## src/rtl/baluga_pkg.sv

```systemverilog
// Shared definitions for the MEX/WB pipeline boundary of the 8-bit CPU:
// default widths, the memory-handshake state enum and the WB-stage bus.
package baluga_pkg;

    localparam int DATA_W = 8;
    localparam int REG_AW = 3;

    typedef enum logic [0:0] {
        IDLE     = 1'b0,
        MEM_WAIT = 1'b1
    } mex_state_t;

    // Register contents presented to the WB stage. Widths follow the
    // package defaults, so the top must be built with matching widths.
    typedef struct packed {
        logic              valid;
        logic [DATA_W-1:0] alu_res;
        logic [DATA_W-1:0] reg2;
        logic [REG_AW-1:0] dst;
        logic              reg_write;
    } mex_wb_bus_t;

endpackage

```

## src/rtl/mex_mem_ctrl.sv

```systemverilog
// Data-memory handshake controller for the MEX/WB register.
// Owns the IDLE/MEM_WAIT FSM, the sticky killed flag and, when built with
// MEX_MEM_TIMEOUT_EN, the ack timeout counter and the mem_err pulse.
//
// Handshake: mem_req rises on the edge that accepts a load/store and stays
// high, with mem_we/address/data frozen, until the cycle in which mem_ack
// (a one-cycle pulse) is seen; the following edge drops mem_req. An ack
// outside MEM_WAIT carries no meaning and is ignored.
module mex_mem_ctrl
    import baluga_pkg::*;
#(
    parameter int TIMEOUT_CYC = 15
) (
    input  logic       clk,
    input  logic       rst_n,
    input  logic       in_valid,
    input  logic       mem_op,
    input  logic       store,
    input  logic       flush,
    input  logic       mem_ack,
    output mex_state_t state,
    output logic       stall,
    output logic       mem_req,
    output logic       mem_we,
    output logic       accept,
    output logic       retire,
    output logic       retire_kill
`ifdef MEX_MEM_TIMEOUT_EN
    ,
    output logic       timeout,
    output logic       mem_err
`endif
);

    mex_state_t state_q;
    mex_state_t state_d;
    logic       killed_q;
    logic       we_q;
    logic       timeout_hit;

`ifdef MEX_MEM_TIMEOUT_EN
    localparam int CNT_W = $clog2(TIMEOUT_CYC + 1);
    logic [CNT_W-1:0] cnt_q;
    logic             err_q;
`endif

    // Next-state and handshake events.
    always_comb begin
        state_d     = state_q;
        accept      = 1'b0;
        retire      = 1'b0;
        timeout_hit = 1'b0;
        case (state_q)
            IDLE: begin
                if (in_valid && mem_op && !flush) begin
                    accept  = 1'b1;
                    state_d = MEM_WAIT;
                end
            end
            MEM_WAIT: begin
                if (mem_ack) begin
                    retire  = 1'b1;
                    state_d = IDLE;
                end
`ifdef MEX_MEM_TIMEOUT_EN
                else if (cnt_q == CNT_W'(TIMEOUT_CYC - 1)) begin
                    timeout_hit = 1'b1;
                    state_d     = IDLE;
                end
`endif
            end
            default: state_d = IDLE;
        endcase
    end

    // State, write-select and killed flag registers.
    always_ff @(posedge clk) begin
        if (!rst_n) begin
            state_q  <= IDLE;
            we_q     <= 1'b0;
            killed_q <= 1'b0;
        end else begin
            state_q <= state_d;
            if (accept) begin
                we_q <= store;
            end else if (state_d == IDLE) begin
                we_q <= 1'b0;
            end
            // A flush in flight cannot abort the access; remember it so the
            // instruction retires as a bubble.
            if (state_q == MEM_WAIT && state_d == IDLE) begin
                killed_q <= 1'b0;
            end else if (state_q == MEM_WAIT && flush) begin
                killed_q <= 1'b1;
            end
        end
    end

`ifdef MEX_MEM_TIMEOUT_EN
    // Cycles spent waiting for ack, restarted on every new access.
    always_ff @(posedge clk) begin
        if (!rst_n) begin
            cnt_q <= '0;
            err_q <= 1'b0;
        end else begin
            if (accept) begin
                cnt_q <= '0;
            end else if (state_q == MEM_WAIT) begin
                cnt_q <= cnt_q + CNT_W'(1);
            end
            err_q <= timeout_hit;
        end
    end

    assign timeout = timeout_hit;
    assign mem_err = err_q;
`endif

    assign state       = state_q;
    assign stall       = (state_q == MEM_WAIT);
    assign mem_req     = (state_q == MEM_WAIT);
    assign mem_we      = we_q;
    // A flush arriving in the ack cycle itself also kills the instruction.
    assign retire_kill = killed_q | flush;

endmodule

```

## src/rtl/mex_wb_pipe.sv

```systemverilog
// MEX -> WB pipeline register of the 8-bit CPU.
// Captures the ALU result, operand 2, destination and write enable, and for
// loads/stores runs the data-memory handshake (via mex_mem_ctrl) while
// stalling upstream. wb_data selects load data or the ALU result.
// Optional build macro: MEX_MEM_TIMEOUT_EN adds an ack timeout and mem_err.
module mex_wb_pipe #(
    parameter int DATA_W      = 8,
    parameter int REG_AW      = 3,
    parameter int TIMEOUT_CYC = 15
) (
    input  logic              clk,
    input  logic              rst_n,
    input  logic              in_valid,
    input  logic [DATA_W-1:0] in_alu_res,
    input  logic [DATA_W-1:0] in_reg2,
    input  logic [REG_AW-1:0] in_dst,
    input  logic              in_reg_write,
    input  logic              in_mem_read,
    input  logic              in_mem_write,
    input  logic              flush,
    output logic              stall,
    output logic              mem_req,
    output logic              mem_we,
    output logic [DATA_W-1:0] mem_addr,
    output logic [DATA_W-1:0] mem_wdata,
    input  logic              mem_ack,
    input  logic [DATA_W-1:0] mem_rdata,
    output logic              mex_wb_valid,
    output logic [DATA_W-1:0] mex_wb_alu_res,
    output logic [DATA_W-1:0] mex_wb_reg2,
    output logic [REG_AW-1:0] mex_wb_dst,
    output logic              mex_wb_reg_write,
    output logic [DATA_W-1:0] wb_data
`ifdef MEX_MEM_TIMEOUT_EN
    ,
    output logic              mem_err
`endif
);

    import baluga_pkg::*;

    mex_state_t  state;
    mex_wb_bus_t bus_q;
    logic        pend_rw_q;
    logic [DATA_W-1:0] wb_q;
    logic        mem_op;
    logic        accept;
    logic        retire;
    logic        retire_kill;

    // Write wins when both read and write are flagged: treated as a store.
    assign mem_op = in_mem_read | in_mem_write;

    mex_mem_ctrl #(
        .TIMEOUT_CYC (TIMEOUT_CYC)
    ) u_ctrl (
        .clk         (clk),
        .rst_n       (rst_n),
        .in_valid    (in_valid),
        .mem_op      (mem_op),
        .store       (in_mem_write),
        .flush       (flush),
        .mem_ack     (mem_ack),
        .state       (state),
        .stall       (stall),
        .mem_req     (mem_req),
        .mem_we      (mem_we),
        .accept      (accept),
        .retire      (retire),
        .retire_kill (retire_kill)
`ifdef MEX_MEM_TIMEOUT_EN
        ,
        .timeout     (),
        .mem_err     (mem_err)
`endif
    );

    // Datapath registers: capture in IDLE, retire memory ops on ack. A
    // timed-out access simply falls through the non-ack path as a bubble.
    always_ff @(posedge clk) begin
        if (!rst_n) begin
            bus_q     <= '0;
            pend_rw_q <= 1'b0;
            wb_q      <= '0;
        end else begin
            case (state)
                IDLE: begin
                    if (in_valid && !flush) begin
                        bus_q.alu_res <= in_alu_res;
                        bus_q.reg2    <= in_reg2;
                        bus_q.dst     <= in_dst;
                        pend_rw_q     <= in_reg_write;
                        if (mem_op) begin
                            bus_q.valid     <= 1'b0;
                            bus_q.reg_write <= 1'b0;
                        end else begin
                            bus_q.valid     <= 1'b1;
                            bus_q.reg_write <= in_reg_write;
                            wb_q            <= in_alu_res;
                        end
                    end else begin
                        bus_q.valid     <= 1'b0;
                        bus_q.reg_write <= 1'b0;
                    end
                end
                MEM_WAIT: begin
                    if (retire) begin
                        bus_q.valid     <= ~retire_kill;
                        bus_q.reg_write <= pend_rw_q & ~retire_kill;
                        wb_q            <= mem_we ? bus_q.alu_res : mem_rdata;
                    end else begin
                        bus_q.valid     <= 1'b0;
                        bus_q.reg_write <= 1'b0;
                    end
                end
                default: begin
                    bus_q.valid     <= 1'b0;
                    bus_q.reg_write <= 1'b0;
                end
            endcase
        end
    end

    // accept is implied by the state change; the datapath keys off state.
    logic unused_accept;
    assign unused_accept = accept;

    assign mex_wb_valid     = bus_q.valid;
    assign mex_wb_alu_res   = bus_q.alu_res;
    assign mex_wb_reg2      = bus_q.reg2;
    assign mex_wb_dst       = bus_q.dst;
    assign mex_wb_reg_write = bus_q.reg_write;
    assign wb_data          = wb_q;
    // Address and store data are the captured fields, frozen in MEM_WAIT.
    assign mem_addr         = bus_q.alu_res;
    assign mem_wdata        = bus_q.reg2;

endmodule

```

## config.mk

```make
export PLATFORM = sky130hd
export DESIGN_NAME = mex_wb_pipe
export DESIGN_NICKNAME = d
export VERILOG_FILES = /design/src/rtl/baluga_pkg.sv /design/src/rtl/mex_mem_ctrl.sv /design/src/rtl/mex_wb_pipe.sv
export SDC_FILE = /design/constraint.sdc
export NUM_CORES = 1
export LEC_CHECK = 0
export CAP_MARGIN = 20
export CORE_UTILIZATION = 52
export CTS_CLUSTER_DIAMETER = 50
export CTS_CLUSTER_SIZE = 25
export DETAILED_ROUTE_END_ITERATION = 10
export DONT_BUFFER_PORTS = 1
export PLACE_DENSITY = 0.72
export SLEW_MARGIN = 40
export SYNTH_ARGS = -nofsm -noshare
export SYNTH_HDL_FRONTEND = slang
export SYNTH_SLANG_ARGS = --single-unit
```

## constraint.sdc

```tcl
create_clock -name clk -period 3.2 [get_ports clk]
set_clock_uncertainty 0.05 [all_clocks]
set_input_delay 0.64 -clock clk [delete_from_list [all_inputs] [get_ports clk]]
set_output_delay 0.64 -clock clk [all_outputs]
set_load 0.005 [all_outputs]
```

Word level (Yosys, flattened, before mapping)

Index checks and enable logic that the tools add are counted.
Widths: inputs -> output; s select.

Bits in registers: 33
Input port bits: 35
Output and inout bits: 48
Logic and storage cells: 51

Bitwise logic cells: 7
Multiplexer cells: 21
Equality and inequality tests: 4
Reduce and logical (&&, ||, !) cells: 9

Operators by type and width:

| kind               | number |
|---|---|
| $mux 8             | 4 |
| $pmux 8 s2         | 1 |
| $mux 1             | 13 |
| $ne 2x2->1 const B | 4 |
| $pmux 1 s2         | 3 |
| $logic_and 1x1->1  | 5 |
| $not 1->1          | 4 |
| $reduce_and 3->1   | 1 |
| $or 1x1->1         | 2 |
| $reduce_and 2->1   | 1 |
| $reduce_or 2->1    | 1 |
| $and 1x1->1        | 1 |
| $logic_not 1->1    | 1 |

Longest topological paths before layout

Depth in word-level cells: 8
Depth in mapped cells: 4
Gate-level depth less buffers: 3

Cells and area by module

Synthesis repeated with hierarchy kept, for this count alone.

Cells, all modules: 183
Area, all modules: 1601.5 um^2

By module, submodules not included:

| module       | area each (um^2) | cells each | instances | seq. area each (um^2) |
|---|---|---|---|---|
| mex_wb_pipe  | 1458.9           | 169        | 1         | 600.6 |
| mex_mem_ctrl | 142.6            | 14         | 1         | 60.1 |

Worst setup path after synthesis

OpenSTA, ideal clock, no wires.

Path type: input to register
Start point: input port flush
End point: register bus_q, in the netlist mem_wdata[2]
Data required time: 3028 ps
Cell stages on the path: 4
Setup slack: 1732 ps
Setup time: 122 ps
Path buffers: 1
Data arrival time: 1296 ps
Cell sequence: or3b_1 > buf_2 > nand2_1 > a21boi_0

Longest elaborated chain between the ends: 3

RTL lines:

| what                       | line              | RTL |
|---|---|---|
| from (decl)                | mex_wb_pipe.sv:20 | `input logic flush,` |
| $logic_not 1->1            | mex_wb_pipe.sv:88 | `if (in_valid && !flush) begin` |
| $logic_and 1x1->1          | mex_wb_pipe.sv:88 |  |
| $reduce_and 2->1 (no line) | -                 |  |
| to (decl)                  | mex_wb_pipe.sv:43 | `mex_wb_bus_t bus_q;` |

No other way between the ends.
A chain may end at the register's enable or synchronous reset.

Final worst setup path

Start point: register u_ctrl.state_q (netlist: u_ctrl.mem_req)
End point: register u_ctrl.state_q (netlist: u_ctrl.mem_req)

Longest elaborated chain between the ends: 2

RTL lines:

| what                   | line               | RTL |
|---|---|---|
| from (decl)            | mex_mem_ctrl.sv:35 | `mex_state_t state_q;` |
| from (signal assigned) | mex_mem_ctrl.sv:83 | `state_q <= state_d;` |
| $not 1->1 (no line)    | -                  |  |
| $pmux 1 s2 (*)         | mex_mem_ctrl.sv:53 | `case (state_q)` |

Every way passes the cells marked *; elsewhere a longest branch is shown, timed or not.

==> results.ini <==
[outcome]
status = finished with violations
violations = design-rule violations

[worst_hold_path]
holdCritPathClass = in2reg
min_from = rst_n

[finish]
antenna_cells = 0
multi_input_area_sq_um = 712
nets = 195
regArea_sq_um = 662
layout-drive-gt1-share_pct = 6.83
final_cells = 192
fin_area_sq_mm = 0.00152
fin_util_pct = 54.3
fillers = 272
area_growth_syn_to_layout_pct = -2.56

[setup_path]
start_kind = flip-flop
r2r_start = u_ctrl.mem_req
end_kind = flip-flop
critical_path_class = reg2reg
crit_start = u_ctrl.mem_req
cp.arrival_ns = 1.95
cp.required_ns = 3.38
path_max_fanout = 25

[sta]
setup_viol = 0
min_period_over_period_pct = 55.2
final_hold_viol_count = 0
worst_pin_slew_ns = 0.724
relSlewSlack_pct = 51.7
fin_crit_ns = 1.77
rsz0062_at_grt = false
fmax_mhz = 567
whs_ns = 0.370
setup_tns_ns = 0
drv_slew = 0

[die]
initial_core_util_pct = 55.8
die_h_microns = 56.8
io_pins = 83
die_x_microns = 56.8
coreArea_sq_mm = 0.00281
die_area_sq_mm = 0.00323
rows = 19

[global_routing]
grt_start_max_net_pins = 42
grt_use_total_pct = 19.8
grt-ovfl-total = 0
grt_pass1_vias = 1089
antenna_found_initial = 0
grt_first_pass_wirelength_microns = 4840

[placed_design]
dpl_cell_area_sq_mm = 0.00144
place_inst = 184
io_buffers = 0
gp_congestion = 0.739
dp_hpwl_microns = 2060

[power]
cellInternalPower_w = 0.000647
power_frac_clock_pct = 38.8
power_leakage_nw = 0.601
combinationalPowerShare_pct = 7.2
vdd_drop_max_mv = 0.388
pwr-share-seq_pct = 54.0
p_per_area_mw_per_mm2 = 550
p_sw_share_pct = 22.8
p_switching_w = 0.000191

[synthesis]
syn_area_sq_mm = 0.00156
yosysWarnings = 0
syn_nets = 215
synth_seq_cells = 33
ys_seq_area_share_pct = 42.2
yosysUniqueCellTypes = 20
avgSynthCellArea_sq_um = 8.69
synth_cells = 180

[clock_tree]
path_clk_slew_ns = 0.10
cts_made_buffers = 5
cts_tree = built
clkSinkCount = 33
postCtsSetupRepairBufs = 0
clock_path_buffers = 2
postCtsResizedCells = 0
h-tree-depth = 2
cts_hold_buf = 0
insertion_delay_ns = 0.33
cts-root-buf = clkbuf_4

[routing]
ant_nets = 0
viasPerCell = 5.85
drtIter0Drc = 40
first_pass_iters = 7
routedWlPerCell_microns = 15.3
drt_wl_total_microns = 2930
dr_total_vias = 1123
drc = 12

[job]
drv_cap = 0

[per-layer routing]
metal	wire [microns]	track usage, %	vias up
li1	-	-	545
met1	1210	22.8	527
met2	1380	31.6	45
met3	303	9.68	6
met4	44	7.32	0
met5	0	0	-
[layout by cell type (no fill, tap or decap), drive strengths merged]
cell type / netlist / routed
nor3b: 1 / 1
mux2i: 16 / 16
or3b: 1 / 1
and2: 1 / 1
a21oi: 2 / 2
inv: 1 / 1
bufinv: 0 / 1
o2bb2ai: 1 / 1
nor2: 2 / 2
dfxtp: 33 / 33
buf: 25 / 2
nand2: 50 / 50
clkbuf: 4 / 7
nor2b: 3 / 3
a32oi: 2 / 2
a21boi: 21 / 21
nor4bb: 1 / 1
a21o: 8 / 8
o21ai: 8 / 8
[layout make-up]
class | count | share of cell area [%]
Clock inverter | 1 | 1.97
Inverter | 1 | 0.246
Clock buffer | 7 | 3.61
Multi-Input combinational cell | 117 | 46.7
Timing Repair Buffer | 2 | 1.48
Sequential cell | 33 | 43.4
Tap cell | 31 | 2.55
[cells by family after synthesis]
kind of cell    after synthesis  share of synthesized area [%]
mux                          16                           10.2
compound gates               42                           18.8
simple gates                 59                           16.5
buf+inv                      30                           12.2
flops                        33                           42.2
[final timing paths]
path | to | slack [ns] | cells past startpoint
min reg2reg | pend_rw_q | 0.42 | 2
max reg2reg | u_ctrl.mem_req | 1.43 | 3
max | u_ctrl.mem_req | 1.43 | 3
min | u_ctrl.killed_q | 0.37 | 2
[registers in the layout, summed over array words and instances (netlist names)]
name,flops
u_ctrl.mem_we,1
mem_addr,8
mex_wb_reg_write,1
wb_data,8
u_ctrl.mem_req,1
mex_wb_valid,1
mem_wdata,8
mex_wb_dst,3
u_ctrl.killed_q,1
pend_rw_q,1
[synth_stat cells]
master / count / share of area (%)
a21oi_1: 2 / 0.64
buf_4: 19 / 9.1
inv_1: 1 / 0.24
nor3b_4: 1 / 1.2
a21o_1: 8 / 3.8
dfxtp_1: 33 / 42
nor2b_1: 3 / 1.2
nor2_1: 2 / 0.48
a21boi_0: 5 / 2.4
o21ai_0: 8 / 2.6
buf_2: 6 / 1.9
a21boi_1: 16 / 7.7
clkbuf_1: 4 / 0.96
nand2_1: 50 / 12
mux2i_1: 16 / 10
and2_1: 1 / 0.40
a32oi_1: 2 / 1.1
nor4bb_1: 1 / 0.64
o2bb2ai_1: 1 / 0.56
or3b_1: 1 / 0.56
[worst max-delay path: stages (launching register included)]
cell	delay [ns]
dfxtp_2	0.64
or3b_1	0.67
o2bb2ai_1	0.14
and2_1	0.17
[through the flow]
stage	total power [W]	setup WS, ns
finish	0.000838	1.43
global route	0.000879	1.27
CTS	0.000847	1.13
detailed placement	0.000524	1.15
global placement	0.000518	1.14
floorplan	0.000528	1.73
[power by group through the flow]
| stage | sequential, W | clock [W] | combinational [W] |
|---|---|---|---|
| after CTS | 0.000453 | 0.000332 | 0.0000613 |
| final | 0.000453 | 0.000325 | 0.0000604 |
| after global placement | 0.000461 | 0 | 0.0000563 |
| after floorplan | 0.000452 | 0 | 0.0000760 |
| after detailed placement | 0.000462 | 0 | 0.0000614 |
| after global routing | 0.000457 | 0.000354 | 0.0000683 |
No activity file was read; power rests on OpenSTA's default activity.
